`src/rtl/uart_pkg.sv`:
```
// uart_pkg: shared UART types, oversampling constants and baud divider helper
package uart_pkg;
  typedef enum logic [2:0] {IDLE, START, DATA, STOP, WAIT_IDLE} state_t;
  localparam int OVERSAMPLE = 16;
  localparam int VOTE_LO = 7;
  localparam int VOTE_HI = 9;
  function automatic int calc_div(input longint clk_hz, input longint baud);
    return int'((clk_hz + baud * OVERSAMPLE / 2) / (baud * OVERSAMPLE));
  endfunction
endpackage

```
`src/rtl/uart_rx_if.sv`:
```
// uart_rx_if: receiver line and byte-strobe bundle; master = line driver/consumer, slave = receiver
interface uart_rx_if;
  logic       RXD;
  logic [7:0] DATA;
  logic       VALID;
  logic       FRAME_ERR;
  logic       BUSY;
  modport master (output RXD, input DATA, VALID, FRAME_ERR, BUSY);
  modport slave (input RXD, output DATA, VALID, FRAME_ERR, BUSY);
endinterface

```
`src/rtl/uart_baud_tick.sv`:
```
// uart_baud_tick: clk divider, one-cycle o_tick every DIV clocks, i_restart realigns phase to zero
module uart_baud_tick #(
  parameter int DIV = 27
) (
  input  logic clk,
  input  logic rst,
  input  logic i_restart,
  output logic o_tick
);
  localparam int W = (DIV > 2) ? $clog2(DIV) : 1;
  logic [W-1:0] r_cnt;
  assign o_tick = r_cnt == W'(DIV - 1);
  always_ff @(posedge clk) begin
    if (rst || i_restart) r_cnt <= '0;
    else r_cnt <= o_tick ? '0 : r_cnt + 1'b1;
  end
endmodule

```
`src/rtl/uart_rx.sv`:
```
// uart_rx: 8N1 receiver, 16x oversampling, 3-sample majority vote; ports CLK_50MHZ, RST, bus (RXD in; DATA, VALID, FRAME_ERR, BUSY out)
module uart_rx import uart_pkg::*; #(
  parameter int CLK_HZ     = 50000000,
  parameter int BAUD       = 115200,
  parameter int OVERSAMPLE = 16
) (
  input logic      CLK_50MHZ,
  input logic      RST,
  uart_rx_if.slave bus
);
  localparam int DIV = calc_div(CLK_HZ, BAUD);
  if (OVERSAMPLE != 16) begin : g_os_check
    $error("uart_rx: OVERSAMPLE must be 16");
  end
  state_t     r_state, w_next;
  logic [1:0] r_sync;
  logic       r_prev;
  logic [3:0] r_scnt;
  logic [2:0] r_idx;
  logic [7:0] r_shreg, r_data;
  logic [1:0] r_smp;
  logic       r_valid, r_ferr;
  logic       w_rxs, w_tick, w_fall, w_start, w_decide, w_wrap, w_vote, w_valid, w_ferr;
  assign w_rxs    = r_sync[1];
  assign w_fall   = r_prev & ~w_rxs;
  assign w_start  = (r_state == IDLE) & w_fall;
  // samples land as scnt steps onto 7, 8 and 9; the third is taken live at the decision
  assign w_decide = w_tick & (r_scnt == 4'(VOTE_HI - 1));
  assign w_wrap   = w_tick & (r_scnt == 4'd15);
  assign w_vote   = (r_smp[0] & r_smp[1]) | (r_smp[0] & w_rxs) | (r_smp[1] & w_rxs);
  uart_baud_tick #(.DIV(DIV)) u_tick (
    .clk      (CLK_50MHZ),
    .rst      (RST),
    .i_restart(w_start),
    .o_tick   (w_tick)
  );
  always_ff @(posedge CLK_50MHZ) begin
    if (RST) r_state <= IDLE;
    else r_state <= w_next;
  end
  always_comb begin
    w_next = r_state;
    case (r_state)
      IDLE:      w_next = w_fall ? START : IDLE;
      START:     w_next = (w_decide && w_vote) ? IDLE : w_wrap ? DATA : START;
      DATA:      w_next = (w_wrap && r_idx == 3'd7) ? STOP : DATA;
      STOP:      w_next = w_decide ? (w_vote ? IDLE : WAIT_IDLE) : STOP;
      WAIT_IDLE: w_next = w_rxs ? IDLE : WAIT_IDLE;
      default:   w_next = IDLE;
    endcase
  end
  always_comb begin
    w_valid  = (r_state == STOP) & w_decide & w_vote;
    w_ferr   = (r_state == STOP) & w_decide & ~w_vote;
    bus.BUSY = r_state != IDLE;
  end
  always_ff @(posedge CLK_50MHZ) begin
    if (RST) begin
      r_sync  <= 2'b11;
      r_prev  <= 1'b1;
      r_scnt  <= '0;
      r_idx   <= '0;
      r_smp   <= '0;
      r_shreg <= '0;
      r_data  <= '0;
      r_valid <= 1'b0;
      r_ferr  <= 1'b0;
    end else begin
      r_sync  <= {r_sync[0], bus.RXD};
      r_prev  <= w_rxs;
      r_valid <= w_valid;
      r_ferr  <= w_ferr;
      if (w_valid) r_data <= r_shreg;
      if (w_start) r_scnt <= '0;
      else if (w_tick) r_scnt <= r_scnt + 1'b1;
      if (w_tick && r_scnt == 4'(VOTE_LO - 1)) r_smp[0] <= w_rxs;
      if (w_tick && r_scnt == 4'(VOTE_LO)) r_smp[1] <= w_rxs;
      if (r_state == START) r_idx <= '0;
      else if (r_state == DATA && w_wrap) r_idx <= r_idx + 1'b1;
      if (r_state == DATA && w_decide) r_shreg[r_idx] <= w_vote;
    end
  end
  assign bus.DATA      = r_data;
  assign bus.VALID     = r_valid;
  assign bus.FRAME_ERR = r_ferr;
endmodule

```
`src/flat_wrapper.sv`:
```
// flat-port wrapper written by rule: the top's interface ports become plain ports
module uart_rx_flat import uart_pkg::*;
#(
  parameter int CLK_HZ     = 50000000,
  parameter int BAUD       = 115200,
  parameter int OVERSAMPLE = 16
)
  (CLK_50MHZ, RST, bus_RXD, bus_DATA, bus_VALID, bus_FRAME_ERR, bus_BUSY);
  uart_rx_if bus_i ();
  input logic CLK_50MHZ;
  input logic RST;
  input wire logic [$bits(bus_i.RXD)-1:0] bus_RXD;
  output wire logic [$bits(bus_i.DATA)-1:0] bus_DATA;
  output wire logic [$bits(bus_i.VALID)-1:0] bus_VALID;
  output wire logic [$bits(bus_i.FRAME_ERR)-1:0] bus_FRAME_ERR;
  output wire logic [$bits(bus_i.BUSY)-1:0] bus_BUSY;
  assign bus_i.RXD = bus_RXD;
  assign bus_DATA = bus_i.DATA;
  assign bus_VALID = bus_i.VALID;
  assign bus_FRAME_ERR = bus_i.FRAME_ERR;
  assign bus_BUSY = bus_i.BUSY;
  uart_rx #(.CLK_HZ(CLK_HZ), .BAUD(BAUD), .OVERSAMPLE(OVERSAMPLE)) u_core (.CLK_50MHZ(CLK_50MHZ), .RST(RST), .bus(bus_i));
endmodule
```
`config.mk`:
```
export PLATFORM = sky130hd
export DESIGN_NAME = uart_rx_flat
export DESIGN_NICKNAME = d
export VERILOG_FILES = /design/src/rtl/uart_pkg.sv /design/src/rtl/uart_rx_if.sv /design/src/rtl/uart_baud_tick.sv /design/src/rtl/uart_rx.sv /design/src/flat_wrapper.sv
export SDC_FILE = /design/constraint.sdc
export NUM_CORES = 1
export LEC_CHECK = 0
export ABC_AREA = 1
export CORE_MARGIN = 2
export CORE_UTILIZATION = 55
export DETAILED_ROUTE_END_ITERATION = 8
export HOLD_SLACK_MARGIN = 0.12
export PLACE_DENSITY = 0.85
export REMOVE_ABC_BUFFERS = 1
export SYNTH_ARGS = -nofsm -noshare
export SYNTH_HDL_FRONTEND = slang
export SYNTH_SLANG_ARGS = --single-unit
```
`constraint.sdc`:
```
create_clock -name CLK_50MHZ -period 1.8 [get_ports CLK_50MHZ]
set_input_delay 0.36 -clock CLK_50MHZ [delete_from_list [all_inputs] [get_ports CLK_50MHZ]]
set_output_delay 0.36 -clock CLK_50MHZ [all_outputs]
set_load 0.005 [all_outputs]
```
==> results_dict.tcl <==
set metrics [dict create \
    status "finished clean" \
    synth_cell_types 24 \
    io_buffers 13 \
    finalPower_mw 1.480 \
    first_iter_violations 70 \
    r2r_slack_ns 0.18 \
    vdd_drop_max_mv 0.5168 \
    cts_root_buf "clkbuf_4" \
    startpoint "u_core.u_tick.r_cnt[0]" \
    synth.area.top_cells "dfxtp_1 (43%), nand2_1 (12%), nor2_1 (9.0%)" \
    coreArea_sq_um 3053 \
    dp.final_hpwl_mm 2.293 \
    p_int_mw 1.169 \
    synthMostInstantiatedCell "nand2_1" \
    fin_nets 272 \
    hold_slack_ns 0.4235 \
    num_antenna_cells 0 \
    final_cells 307 \
    synth_seq_cells 38 \
    num_rows 20 \
    fmax_ghz 0.6171 \
    syn_area_per_cell_sq_um 7.274 \
    setup_viol 0 \
    postRouteAntennaNets 0 \
    drt-pass1-iter-count 4 \
    rsz0062_at_grt "no" \
    hold_violations 0 \
    grt_pass1_wl_mm 5.437 \
    grt_overflow_total 0 \
    fin_skew_ns 0.01089 \
    clock_sinks 38 \
    regArea_sq_um 765.7 \
    rr_startpoint "u_core.u_tick.r_cnt[0]" \
    die_y_microns 60.46 \
    vias 1486 \
    r2r-end "u_core.bus.DATA[3]" \
    clk_transition_reported_paths_ns 0.11 \
    switching_share_pct 20.99 \
    crit_path_end_kind "flop" \
    synth-edff-count 0 \
    drive_gt1_share_pct 12.17 \
    synth_top_area_cell "dfxtp_1" \
    critPathLaunchType "flop" \
    relSlewSlack_pct 76.37 \
    r2r_cells 10 \
    synth_area_sq_um 1753 \
    cts_buffers 5 \
    grt_max_degree 17 \
    post-route-min-period_ns 1.621 \
    yosysWarnings 0 \
    cts_buffer_depth 2 \
    fin_crit_sh_pct 90.03 \
    track_usage_pct 20.18 \
    fp.dieArea_sq_um 3655 \
    p_leak_nw 0.8147 \
    synth_top_cell_area_share_pct 43.40 \
    cp.required_ns 2.04 \
    antenna_found_initial 0 \
    maxCapViolations 0 \
    crit_end "u_core.bus.DATA[3]" \
    hold_path_class "reg -> reg" \
    grt_pass1_vias 1229 \
    pwr-share-comb_pct 4.1 \
    ios 14 \
    start_util_pct 57.42 \
    maxSlewViolCount 0 \
    switching_power_mw 0.3106 \
    cts-hold-fix-buffers 0 \
    viasPerCell 4.840 \
    nFillCells 272 \
    worstSkewPairLatency_ns 0.34 \
    htreeDepth 2 \
    setup_tns_ns 0 \
    crit_path_max_fanout 16 \
    power_frac_clock_pct 37.9 \
    async_flop_share_pct 0 \
    route.detailed.drc 0 \
    synthFlopType "dfxtp_1" \
    die_w_microns 60.46 \
    p_per_area_nw_per_um2 721.1 \
    multiInputGateArea_sq_um 840.8 \
    worstMarginPinSlew_ns 0.3536 \
    placedCellCount 298 \
    tritoncts "built" \
    ys_seq_area_share_pct 43.40 \
    wl_mm 3.234 \
    area_growth_syn_to_layout_pct 17.06 \
    pwr-share-seq_pct 58.0 \
    gp_routability_congestion 0.8401 \
    wl_per_cell_microns 10.53 \
    cp_data_arrival_time_ns 1.87 \
    fin_util_pct 67.21 \
    synth_common_cells "nand2_1 (57), nor2_1 (42), dfxtp_1 (38), inv_1 (27), a21oi_1 (16)" \
    worstSetupPathType "reg -> reg" \
    syn_inst 241 \
]
cells in the final DEF, fill, tap and decap left out, drive strengths merged, types with 2 or more instances in the layout:
cell type / netlist / final
o21ai: 5 / 5
nor3: 6 / 6
ha: 7 / 7
nand3: 16 / 16
clkdlybuf4s50: 0 / 12
clkbuf: 2 / 7
a21oi: 17 / 17
dfxtp: 38 / 38
nand4: 2 / 2
xor2: 3 / 3
a211oi: 2 / 2
nand2: 59 / 59
or2: 2 / 2
nor2: 45 / 45
inv: 32 / 32
buf: 3 / 6
cell type report:
type,instances,share of cell area [%]
Timing Repair Buffer,19,9.268
Multi-Input combinational cell,165,40.98
Sequential cell,38,37.32
Clock buffer,7,2.195
Inverter,33,6.098
Tap cell,44,2.683
Clock inverter,1,1.463
worst max-delay path, cell delays in order (launching register included):
cell and delay [ns]:
dfxtp_1 0.35, inv_1 0.07, ha_1 0.16, nand2_1 0.05, nor2_1 0.10, buf_4 0.19
nand3_4 0.10, nor2_4 0.30, nand2_1 0.09, nand2_1 0.07, nor2_1 0.05
per-layer routing:
layer,wire length (microns),vias to the layer above,GRT usage (%),share of wire (%)
met5,0,-,0,0
met4,43,0,8.075,1.3
met3,192,5,6.397,5.9
met2,1426,40,28.88,44
met1,1571,652,28.34,49
li1,-,789,-,-
registers in the layout, indices dropped and copies added (netlist names):
name,cells
u_core.bus.DATA,8
u_core.bus.FRAME_ERR,1
u_core.r_scnt,4
u_core.bus.VALID,1
u_core.r_shreg,8
u_core.r_idx,3
u_core.r_prev,1
u_core.r_state,3
u_core.u_tick.r_cnt,5
u_core.r_smp,2
u_core.r_sync,2
power by group through the flow:
stage	Clock (mW)	Combinational (mW)	Sequential [mW]
2_1_floorplan	0	0.0324	0.876
3_3_place_gp	0	0.0563	0.877
3_5_place_dp	0	0.0571	0.878
4_1_cts	0.569	0.0599	0.859
5_1_grt	0.616	0.0673	0.861
6_report	0.561	0.0602	0.859
worst min path at each step:
stage                                   to             start  depth (start not counted)
after floorplan           u_core.r_sync[1]  u_core.r_sync[0]                          1
after global placement    u_core.r_sync[1]  u_core.r_sync[0]                          1
after detailed placement  u_core.r_sync[1]  u_core.r_sync[0]                          1
after CTS                 u_core.r_sync[1]  u_core.r_sync[0]                          1
after global routing      u_core.r_sync[1]  u_core.r_sync[0]                          1
final                     u_core.r_sync[1]  u_core.r_sync[0]                          1
logic make-up after synthesis:
group	Yosys count	synth area share [%]
adder cells (fa/ha/maj)	7	4.996
AO/OA/AOI/OAI	24	7.780
buffers and inverters	38	9.065
AND/OR/NAND/NOR	131	33.26
flip-flops	38	43.40
XOR/XNOR	3	1.499
per-stage QoR:
step                cell area [sq um]  setup slack [ns]
floorplan                        1719           0.05160
global placement                 1942            0.2617
detailed placement               1942            0.2173
CTS                              2022           0.03885
global route                     2052           0.01007
finish                           2052            0.1794
what timing repair did:
item	4_1_cts	5_1_grt
endpoints found under the setup margin	1	5
setup buffers	0	1
pin swaps	0	1
gates resized for setup	3	3
cloned	0	0
(Power assumes the default switching activity.)
